## config.mk

```make
export PLATFORM = sky130hd
export DESIGN_NAME = ins_queue_dual
export DESIGN_NICKNAME = d
export VERILOG_FILES = /design/src/rtl/ins_queue_dual.sv
export SDC_FILE = /design/constraint.sdc
export NUM_CORES = 1
export LEC_CHECK = 0
export BUFFER_PORTS_ARGS = -buffer_cell sky130_fd_sc_hd__clkbuf_2
export CELL_PAD_IN_SITES_DETAIL_PLACEMENT = 0
export CELL_PAD_IN_SITES_GLOBAL_PLACEMENT = 1
export CORE_UTILIZATION = 55
export DETAILED_ROUTE_END_ITERATION = 7
export GPL_TIMING_DRIVEN = 0
export PLACE_DENSITY_LB_ADDON = 0.1
export SYNTH_ARGS = -nofsm -noshare
export SYNTH_HDL_FRONTEND = slang
export SYNTH_SLANG_ARGS = --single-unit
```

## constraint.sdc

```tcl
create_clock -name clk -period 23.1 [get_ports clk]
set_input_delay 1.155 -clock clk [delete_from_list [all_inputs] [get_ports clk]]
set_output_delay 1.155 -clock clk [all_outputs]
set_load 0.05 [all_outputs]
```

## src/rtl/ins_queue_dual.sv

```systemverilog
// ins_queue_dual: in-order (instruction, PC) buffer between fetch and decode.
// One push and up to two pops per cycle. The two oldest entries are presented
// show-ahead for dual decode. A sticky overflow flag records dropped pushes.
module ins_queue_dual #(
  parameter int INS_W        = 32,
  parameter int PC_W         = 32,
  parameter int DEPTH        = 16,
  parameter int AFULL_MARGIN = 2
) (
  input  logic             clk,
  input  logic             reset,
  input  logic             ready,
  input  logic             clear,
  input  logic             push,
  input  logic [INS_W-1:0] push_ins,
  input  logic [PC_W-1:0]  push_pc,
  input  logic [1:0]       pop_n,
  output logic             full,
  output logic             almost_full,
  output logic [$clog2(DEPTH):0] count,
  output logic             valid0,
  output logic [INS_W-1:0] ins0,
  output logic [PC_W-1:0]  pc0,
  output logic             valid1,
  output logic [INS_W-1:0] ins1,
  output logic [PC_W-1:0]  pc1,
  output logic             ovf
);

  localparam int AW = $clog2(DEPTH);
  localparam logic [AW:0] DEPTH_C = (AW+1)'(DEPTH);
  localparam logic [AW:0] AFULL_C = (AW+1)'(DEPTH - AFULL_MARGIN);

  logic [INS_W-1:0] ins_mem_q [DEPTH];
  logic [PC_W-1:0]  pc_mem_q  [DEPTH];

  logic [AW-1:0] head_q, head_d;
  logic [AW-1:0] tail_q, tail_d;
  logic [AW:0]   count_q, count_d;
  logic          ovf_q, ovf_d;

  logic [AW:0]   pop_req_s;
  logic [AW:0]   pop_eff_s;
  logic          push_acc_s;
  logic          mem_we_s;
  logic [AW-1:0] head1_s;

  // Clamp the pop request to 2, truncate it to occupancy, and decide whether the push fits.
  always_comb begin
    pop_req_s = {(AW+1){1'b0}};
    case (pop_n)
      2'd0:    pop_req_s = {(AW+1){1'b0}};
      2'd1:    pop_req_s = {{AW{1'b0}}, 1'b1};
      default: pop_req_s = {{(AW-1){1'b0}}, 2'd2};
    endcase
    if (pop_req_s > count_q) begin
      pop_eff_s = count_q;
    end else begin
      pop_eff_s = pop_req_s;
    end
    // Pops retire before the push is judged, so a full queue can accept while draining.
    push_acc_s = push && ((count_q - pop_eff_s) < DEPTH_C);
    mem_we_s   = push_acc_s && ready && !reset && !clear;
  end

  // Next-state for pointers, occupancy and overflow; reset and clear flush, ready=0 holds.
  always_comb begin
    head_d  = head_q;
    tail_d  = tail_q;
    count_d = count_q;
    ovf_d   = ovf_q;
    if (reset || clear) begin
      head_d  = {AW{1'b0}};
      tail_d  = {AW{1'b0}};
      count_d = {(AW+1){1'b0}};
      ovf_d   = 1'b0;
    end else if (ready) begin
      head_d  = head_q + AW'(pop_eff_s);
      count_d = count_q - pop_eff_s + {{AW{1'b0}}, push_acc_s};
      if (push_acc_s) begin
        tail_d = tail_q + {{(AW-1){1'b0}}, 1'b1};
      end else if (push) begin
        ovf_d = 1'b1;
      end else begin
        ovf_d = ovf_q;
      end
    end else begin
      head_d  = head_q;
      tail_d  = tail_q;
      count_d = count_q;
      ovf_d   = ovf_q;
    end
  end

  // Control state register.
  always_ff @(posedge clk) begin
    head_q  <= head_d;
    tail_q  <= tail_d;
    count_q <= count_d;
    ovf_q   <= ovf_d;
  end

  // Entry storage; contents are never flushed, only the pointers are.
  always_ff @(posedge clk) begin
    if (mem_we_s) begin
      ins_mem_q[tail_q] <= push_ins;
      pc_mem_q[tail_q]  <= push_pc;
    end
  end

  // Show-ahead front outputs, zeroed when the slot is not occupied.
  always_comb begin
    head1_s     = head_q + {{(AW-1){1'b0}}, 1'b1};
    count       = count_q;
    full        = (count_q == DEPTH_C);
    almost_full = (count_q >= AFULL_C);
    valid0      = (count_q >= {{AW{1'b0}}, 1'b1});
    valid1      = (count_q >= {{(AW-1){1'b0}}, 2'd2});
    ovf         = ovf_q;
    if (valid0) begin
      ins0 = ins_mem_q[head_q];
      pc0  = pc_mem_q[head_q];
    end else begin
      ins0 = {INS_W{1'b0}};
      pc0  = {PC_W{1'b0}};
    end
    if (valid1) begin
      ins1 = ins_mem_q[head1_s];
      pc1  = pc_mem_q[head1_s];
    end else begin
      ins1 = {INS_W{1'b0}};
      pc1  = {PC_W{1'b0}};
    end
  end

endmodule

```

; Word level (Yosys, flattened, before mapping)
; Memory sizes are Yosys's and may differ from the RTL's. A register that Yosys moved wholly into a read port is not among the register bits.
; Cells that the tools add are included.
; Widths: inputs -> output; s select.
[totals]
ff_bits = 14
ram_bits = 1024
input_bits = 71
out_inout_bits = 138
wordCells = 41
mem_count = 2
[memory_table]
columns = name, words, word_bits, read_ports, rd_ports_with_merged_regs, wr, line
row1 = ins_mem_q, 16, 32, 2, 1, 1, 34  ; logic [INS_W-1:0] ins_mem_q [DEPTH];
row2 = pc_mem_q, 16, 32, 2, 1, 1, 35  ; logic [PC_W-1:0] pc_mem_q [DEPTH];
[classes]
addsub = 5
magnitude_cmp = 5
eq_ne = 2
mux = 12
bitwise_logic = 1
reduce_logical = 10
[op_table]
columns = op, count
row1 = $mux 32, 4
row2 = $mux 4, 4
row3 = $add 4x1->4 const B, 2
row4 = $add 5x1->5, 1
row5 = $eq 5x5->1 const B, 1
row6 = $ge 5x1->1 const B, 1
row7 = $ge 5x2->1 const B, 1
row8 = $ge 5x4->1 const B, 1
row9 = $gt 5x5->1, 1
row10 = $lt 5x5->1 const B, 1
row11 = $mux 5, 1
row12 = $sub 5x5->5, 1
row13 = $add 4x4->4, 1
row14 = $logic_and 1x1->1, 4
row15 = $pmux 2 s2, 1
row16 = $reduce_and 3->1, 1
row17 = $eq 2x1->1 const B, 1
row18 = $logic_not 1->1, 2
row19 = $logic_not 2->1, 1
row20 = $mux 1, 2
row21 = $reduce_and 2->1, 1
row22 = $logic_or 1x1->1, 1
row23 = $not 1->1, 1

; Logic depth before layout (Yosys ltp)
; Gate-level depths: netlist of run 1.
[logic_depth]
depth_word = 12
mapped_depth = 16
depth_no_buf = 16

; Worst setup path before layout of run 1
; OpenSTA, ideal clock, no wires.
[synth_path]
path_kind = input to register
from = in pop_n[1]
to = mem ins_mem_q[3][0], enable pin
setup_ps = 564
arrival_time_ps = 8009
required_ps = 22536
setup_slack_ps = 14527
cell_stages = 11
path_buffers = 1
path_cell_list = clkbuf_1 ha_1 nor2b_1 o211ai_1 mux2i_1 ha_1 fa_1 nor3b_2 xnor2_1 nand4_1 nor3_1
[synth_via]
elab_chain_len = 12
elab_cells_between_ends = 13
classes_between = 1 x add/sub / 2 x order compare / 1 x eq/ne / 4 x mux / 5 x reduce/logical
[synth_rtl]
columns = element, line
row1 = "start, declared", 17  ; input logic [1:0] pop_n,
row2 = $eq 2x1->1 / $logic_not 2->1 (equally long branches), 51  ; case (pop_n)
row3 = $pmux 2 s2 (*), 51
row4 = $gt 5x5->1, 56  ; if (pop_req_s > count_q) begin
row5 = $mux 5 (*), 56
row6 = $sub 5x5->5 (*), 62  ; push_acc_s = push && ((count_q - pop_eff_s) < DEPTH_C);
row7 = $lt 5x5->1 (*), 62
row8 = $logic_and 1x1->1 (*), 62
row9 = $logic_and 1x1->1 (*) (3 in a row), 63  ; mem_we_s = push_acc_s && ready && !reset && !clear;
row10 = $mux 1 (*), 105  ; if (mem_we_s) begin
row11 = $mux 1 (not written as such) (*), 106  ; ins_mem_q[tail_q] <= push_ins;
row12 = "end, declared", 34
; Mark *: on every way between the ends. The rest lies on a longest branch, timed or not.

; Worst setup path after layout of run 1
[layout_path]
from = in pop_n[1]
to = mem pc_mem_q[3][28], enable pin
[layout_via]
elab_chain_len = 12
elab_cells_between_ends = 13
classes_between = 1 x add/sub / 2 x order compare / 1 x eq/ne / 4 x mux / 5 x reduce/logical
[layout_rtl]
columns = element, line
row1 = $eq 2x1->1 / $logic_not 2->1 (equally long branches), 51
row2 = $pmux 2 s2 (*), 51
row3 = $gt 5x5->1, 56
row4 = $mux 5 (*), 56
row5 = $sub 5x5->5 (*), 62
row6 = $lt 5x5->1 (*), 62
row7 = $logic_and 1x1->1 (*), 62
row8 = $logic_and 1x1->1 (*) (3 in a row), 63
row9 = $mux 1 (*), 105
row10 = $mux 1 (not written as such) (*), 107  ; pc_mem_q[tail_q] <= push_pc;
row11 = "end, declared", 35
; Marks and branches as above.

==> results of run 1 <==
final cells by class:
type	count	share of cell area
sequential	1042	0.562
multi-input combinational	1019	0.287
clock buffer	138	0.0520
timing repair buffer	283	0.0404
tap	1144	0.0259
buffer	176	0.0204
clock inverter	59	0.0115
inverter	7	0.000475
antenna	4	0.000181
kinds of logic (layout without fill, tap and decap cells):
kind of cell | count (synthesis) | in the layout | synth area share
adder cells (fa/ha/maj) | 16 | 16 | 0.00448
multiplexers | 775 | 775 | 0.295
other | 1 | 5 | 0.0000781
flip-flops | 1042 | 1042 | 0.648
AO/OA/AOI/OAI | 153 | 153 | 0.0201
AND/OR/NAND/NOR | 66 | 66 | 0.00693
buffers and inverters | 183 | 663 | 0.0240
XOR/XNOR | 8 | 8 | 0.00146
flip-flops by register name (all words and copies together) (netlist names), named ones only:
register   count
ins_mem_q    512
pc_mem_q     512
count          5
head_q         4
tail_q         4
ovf            1
synth_stat cells, drive strengths merged, types with 2 or more instances:
cell,n
clkbuf,45
nand3,5
buf,131
nand2,9
and2,2
edfxtp,1024
xor2,4
a21o,2
or3,3
ha,14
nor2b,4
dfxtp,18
fa,2
nand4,4
or2,2
nor2,24
nand2b,5
a21oi,8
o22ai,128
o21a,2
o21ai,4
inv,7
nor3,4
mux2i,263
xnor2,4
o211ai,2
mux4,512
routing by layer:
layer / vias to the layer above / GRT usage / routed length (µm)
li1: 10700 / - / -
met1: 14300 / 0.415 / 50600
met2: 1628 / 0.524 / 69400
met3: 326 / 0.0671 / 13100
met4: 14 / 0.114 / 5140
met5: - / 0 / 86
report_power, final:
part | internal [µW] | total, µW | switching, µW
combinational | 177 | 606 | 429
sequential | 2080 | 2080 | 3.12
clock | 1020 | 1740 | 720
through the flow:
stage | util | setup WS [ps] | total power, µW | hold slack (ps)
after floorplan | - | 14530 | 2530 | 484
after global placement | 0.588 | 7590 | 2720 | 466
after detailed placement | 0.604 | 16930 | 2720 | 463
after CTS | 0.644 | 17640 | 4450 | 490
after global routing | 0.645 | 17220 | 4540 | 518
final | 0.645 | 17590 | 4430 | 498
worst paths after layout:
kind | endpoint | cells after the start | slack, ps
setup / recovery | pc_mem_q[3][28]$_DFFE_PP_ | 16 | 17590
setup reg to reg | pc_mem_q[3][28]$_DFFE_PP_ | 15 | 17600
hold reg to reg | ovf$_SDFFE_PP0P_ | 2 | 500
hold / removal | ovf$_SDFFE_PP0P_ | 2 | 500
critical path: cells and delay by family:
family	cells	cell delay, ps
muxes	1	190
and+or+nand+nor	4	1680
xor gates and xnor gates	1	600
buffers and inverters	6	920
adders and majority gates	3	1020
AOI/OAI and AO/OA	1	310
==> run_results.csv, run 1 <==
group,metric,value,unit
sta,skew,23.6,ps
synthesis,ys_seq_area_frac,0.648,
sta,rsz0062_at_grt,"false",
worst_setup_path,cp.arrival,5890,ps
sta,tightestPinTransition,1170,ps
global_route,antenna_found_initial,11,
synthesis,yosysTopAreaCell,"edfxtp_1",
power,power_density,80.1,nW/µm²
clock_tree,htree_levels,3,
sta,hold_viol_final,0,
drt,vias_per_cell,6.96,
synthesis,syn_nets,2331,
synthesis,synth.avg_cell_area,21.4,µm²
global_route,grt_max_degree,22,
final_layout,fillers,5689,
final_layout,fin_nets,2725,
hold_path,hold_path.class,"reg -> reg",
drt,wl,138,mm
synthesis,synthFlopType,"edfxtp_1",
worst_setup_path,worstSetupPathType,"in -> reg",
worst_setup_path,crit_chain,"clkbuf_2 -> clkbuf_1 -> ha_1 -> nor2b_1 -> o211ai_1 -> mux2i_1 -> ha_1 -> fa_1 -> nor3b_2 -> xnor2_1 -> nand4_1 -> nor3_2 -> buf_6 -> buf_6 -> buf_6 -> buf_8",
final_layout,final_common_cell,"edfxtp_1",
drt,drc_errors,0,
final_layout,area_growth,15.2,%
worst_setup_path,path_max_fanout,9,
clock_tree,cts_tree,"done",
drt,vias,27000,
clock_tree,cts_buffer_depth,3,
synthesis,yosysTopAreaCellShare,0.640,
clock_tree,clock_sinks,1042,
clock_tree,cts.hold.buffers_added,0,
place,port_buffers,207,
place,gp_congestion,0.806,
flow_run,max_cap_viol_count,0,
sta,max_freq,182,MHz
worst_setup_path,worstPathRequired,23480,ps
sta,setup_viol,0,
worst_setup_path,max_stage_delay,770,ps
final_layout,final_cell_mix,"edfxtp_1, mux4_2, mux2i_1",
global_route,grt_pass1_wl,196,mm
place,post-place-cells,3671,
final_layout,seqCellArea,31100,µm²
global_route,grt_overflow,0,
worst_setup_path,crit_path_start_kind,"input port",
outcome,status,"finished, final reports clean",
place,dpl.hpwl,91.7,mm
synthesis,synth-edff-count,1024,
synthesis,netlist_area,48000,µm²
worst_setup_path,path_common_cell,"buf_6",
worst_setup_path,cp-end-kind,"register",
die,die_x,297,µm
place,place_area,51800,µm²
drt,wl_per_cell,35.7,µm
clock_tree,cts-root-buf,"clkbuf_16",
final_layout,layout-drive-gt1-share,0.396,
sta,post-route-min-period,5510,ps
drt,drtAntennaViolNets,0,
die,fp.dieH,297,µm
sta,drv_slew,0,
final_layout,multiInputGateArea,15900,µm²
worst_setup_path,r2r-start,"count[1]$_SDFFE_PP0P_",
drt,drtIter0Drc,3480,
synthesis,yosysUniqueCellTypes,44,
worst_setup_path,setup.worst_path.start,"pop_n[1]",
sta,tns,0,ps
clock_tree,clock_latency,690,ps
worst_setup_path,crit_slowest_cell,"nor3_2",
die,start_util,0.559,
die,io_pins,209,
synthesis,yosysWarnings,0,
final_layout,fin_cells,3872,
synthesis,syn_inst,2244,
die,core_area,85800,µm²
hold_path,hp-start,"ovf$_SDFFE_PP0P_",
global_route,first_global_vias,27900,
synthesis,yosys-top-cells-area,"edfxtp_1, mux4_2, mux2i_1, o22ai_1, buf_6",
clock_tree,post_cts_buffers,0,
global_route,grt_util_all_layers,0.316,
clock_tree,clk_pin_slew,60,ps
synthesis,synthArstFlopShare,0,
sta,slew_headroom,0.217,
power,p_leak,0.0170,µW
final_layout,fin_area,55300,µm²
clock_tree,cts_resized,0,
synthesis,synth.ff_latch_count,1042,
power,vdd_drop_max,68.2,µV
clock_tree,cts_buffers,109,
die,rows,107,
drt,dr.pass1.iters,5,
die,dieArea,88500,µm²
sta,layout_worst_path_cycle_share,0.238,
No activity file was read; power rests on OpenSTA's default activity.
==> run 2, diff against run 1 <==
==> constraint.sdc (replaced) <==
create_clock -name clk -period 5.52 [get_ports clk]
set_input_delay 0.276 -clock clk [delete_from_list [all_inputs] [get_ports clk]]
set_output_delay 0.276 -clock clk [all_outputs]
set_load 0.05 [all_outputs]
==> run 2 against run 1 <==
Effect of this change:
- cell area rose by 0.84%
- largest power group unchanged
- die area did not move
- critical path depth fell by 3
- critical path type is now reg -> reg
- highest routed layer unchanged
- clock power rose to 4.2 times the previous value
- count of clock-buffer cells in the layout fell by 11
- sequential share of layout area fell by 0.47 points
- first-iteration DRC count rose by 2.4%
==> run_results.csv, run 2 (same netlist as run 1, synthesis figures left out) <==
group,metric,value,unit
global_route,grt_use_met2,0.508,
sta,hold_viol_final,0,
worst_setup_path,worstSetupPathType,"reg -> reg",
drt,drtAntennaViolNets,0,
worst_setup_path,worstPathRequired,5870,ps
drt,dr.pass1.iters,6,
final_layout,fillers,5679,
clock_tree,clock_sinks,1042,
place,post-place-cells,3652,
sta,post-route-min-period,4960,ps
sta,drv_slew,0,
worst_setup_path,path_max_fanout,19,
drt,vias,27200,
worst_setup_path,cp.arrival,5310,ps
drt,drtIter0Drc,3565,
die,die_x,297,µm
place,dpl.hpwl,89.1,mm
sta,max_freq,202,MHz
clock_tree,cts_buffers,106,
drt,wl_per_cell,35.3,µm
final_layout,fin_cells,3886,
clock_tree,cts_tree,"done",
sta,tightestPinTransition,1190,ps
global_route,grt_util_all_layers,0.312,
clock_tree,clk_pin_slew,60,ps
global_route,grt_busiest_layer,"met2",
global_route,grt_pass1_wl,195,mm
clock_tree,cts_buffer_depth,3,
clock_tree,clock_latency,660,ps
clock_tree,cts-root-buf,"clkbuf_16",
final_layout,fin_nets,2738,
die,start_util,0.559,
sta,setup_viol,0,
global_route,first_global_vias,27700,
final_layout,layout-drive-gt1-share,0.394,
die,io_pins,209,
worst_setup_path,crit_path_start_kind,"register",
place,port_buffers,207,
global_route,met3_usage,0.0550,
sta,rsz0062_at_grt,"false",
power,finalPower,18500,µW
drt,vias_per_cell,7.00,
die,rows,107,
place,gp_congestion,0.812,
sta,skew,10.9,ps
final_layout,final_common_cell,"edfxtp_1",
global_route,grt_max_degree,23,
flow_run,max_cap_viol_count,0,
drt,wl,137,mm
power,vdd_drop_max,306,µV
die,core_area,85800,µm²
global_route,gr-usage-met1,0.433,
die,fp.dieH,297,µm
global_route,grt_overflow,0,
sta,layout_worst_path_cycle_share,0.899,
power,p_leak,0.0171,µW
die,dieArea,88500,µm²
final_layout,area_growth,16.2,%
outcome,status,"finished, final reports clean",
global_route,antenna_found_initial,9,
drt,drc_errors,0,
clock_tree,htree_levels,3,
hold_path,worstHoldPathCells,1,
power,power_density,332,nW/µm²
hold_path,hold_path.class,"in -> reg",
sta,slew_headroom,0.208,
worst_setup_path,cp-end-kind,"register",
final_layout,final_cell_mix,"edfxtp_1, mux4_2, mux2i_1",
worst_setup_path,r2r.worst_path.cells,13,
sta,tns,0,ps
-- run 2: cell count changes in the layout (fill, tap and decap cells not counted), moves of 2 or more --
| cell | change |
|---|---|
| dlygate4sd3_1 | +15 |
| nor3_2 | -4 |
| bufinv_16 | +2 |
| clkbuf_16 | -2 |
| buf_8 | +2 |
| buf_16 | +22 |
| buf_12 | -2 |
| buf_6 | -38 |
| clkbuf_1 | -9 |
| clkinv_1 | +9 |
| buf_4 | +17 |
| nor3_4 | +4 |
-- run 2: area by class of cell --
cell class	instances	area, µm²	area share
diodes	3	7.51	0.000135
plain buffers	176	1130	0.0202
clock buffers	127	2800	0.0501
clock inverters	69	708	0.0127
inverters	7	26.3	0.000471
multi-input cells	1019	15900	0.285
flip-flops and latches	1042	31100	0.558
well taps	1144	1430	0.0257
repair buffers	299	2680	0.0481
-- run 2: where the power goes --
part | total, µW | internal [µW] | switching, µW | leakage [µW]
sequential | 8720 | 8710 | 14.1 | 0.00935
combinational | 2540 | 751 | 1790 | 0.00604
clock | 7270 | 4290 | 2990 | 0.00171
-- run 2: metrics by stage --
step / utilization / setup WS (ps) / hold slack, ps / cell area (µm²)
after floorplan: - / -886 / 375 / 48100
after CTS: 0.648 / 6.34 / 0.326 / 55600
after global routing: 0.650 / 282 / 33.4 / 55800
after detailed placement: 0.605 / 5.64 / 500 / 51900
final: 0.650 / 558 / 18.7 / 55800
after global placement: 0.589 / -4350 / 487 / 50600
-- run 2: path summary, 6_finish.rpt --
| check | from | endpoint | slack (ps) |
|---|---|---|---|
| max | count[1]$_SDFFE_PP0P_ | pc_mem_q[6][30]$_DFFE_PP_ | 560 |
| min | push_ins[21] | ins_mem_q[3][21]$_DFFE_PP_ | 20 |
| max reg2reg | count[1]$_SDFFE_PP0P_ | pc_mem_q[6][30]$_DFFE_PP_ | 560 |
| min reg2reg | ovf$_SDFFE_PP0P_ | ovf$_SDFFE_PP0P_ | 510 |
-- run 2: layer usage --
layer  share of wire  wire (µm)
met1            0.38      52300
met4           0.029       4010
met5         0.00055         76
met3           0.096      13200
met2            0.49      67700
-- run 2: timing repair --
| action | in CTS | in global routing |
|---|---|---|
| setup buffers | 0 | 20 |
| hold buffers | 15 | 0 |
| hold endpoints to repair | 182 | 0 |
| endpoints found under the setup margin | 0 | 185 |
| gates resized for setup | 0 | 1 |
-- run 2: critical path, stage by stage (launching register included) --
cell and delay [ps]:
dfxtp_1 450, inv_1 160, ha_1 330, nor2b_1 130, o211ai_1 310, mux2i_1 210
ha_1 250, fa_1 490, nor3b_2 230, xnor2_2 380, nand4_1 500, nor2_4 660
buf_12 270, buf_12 240
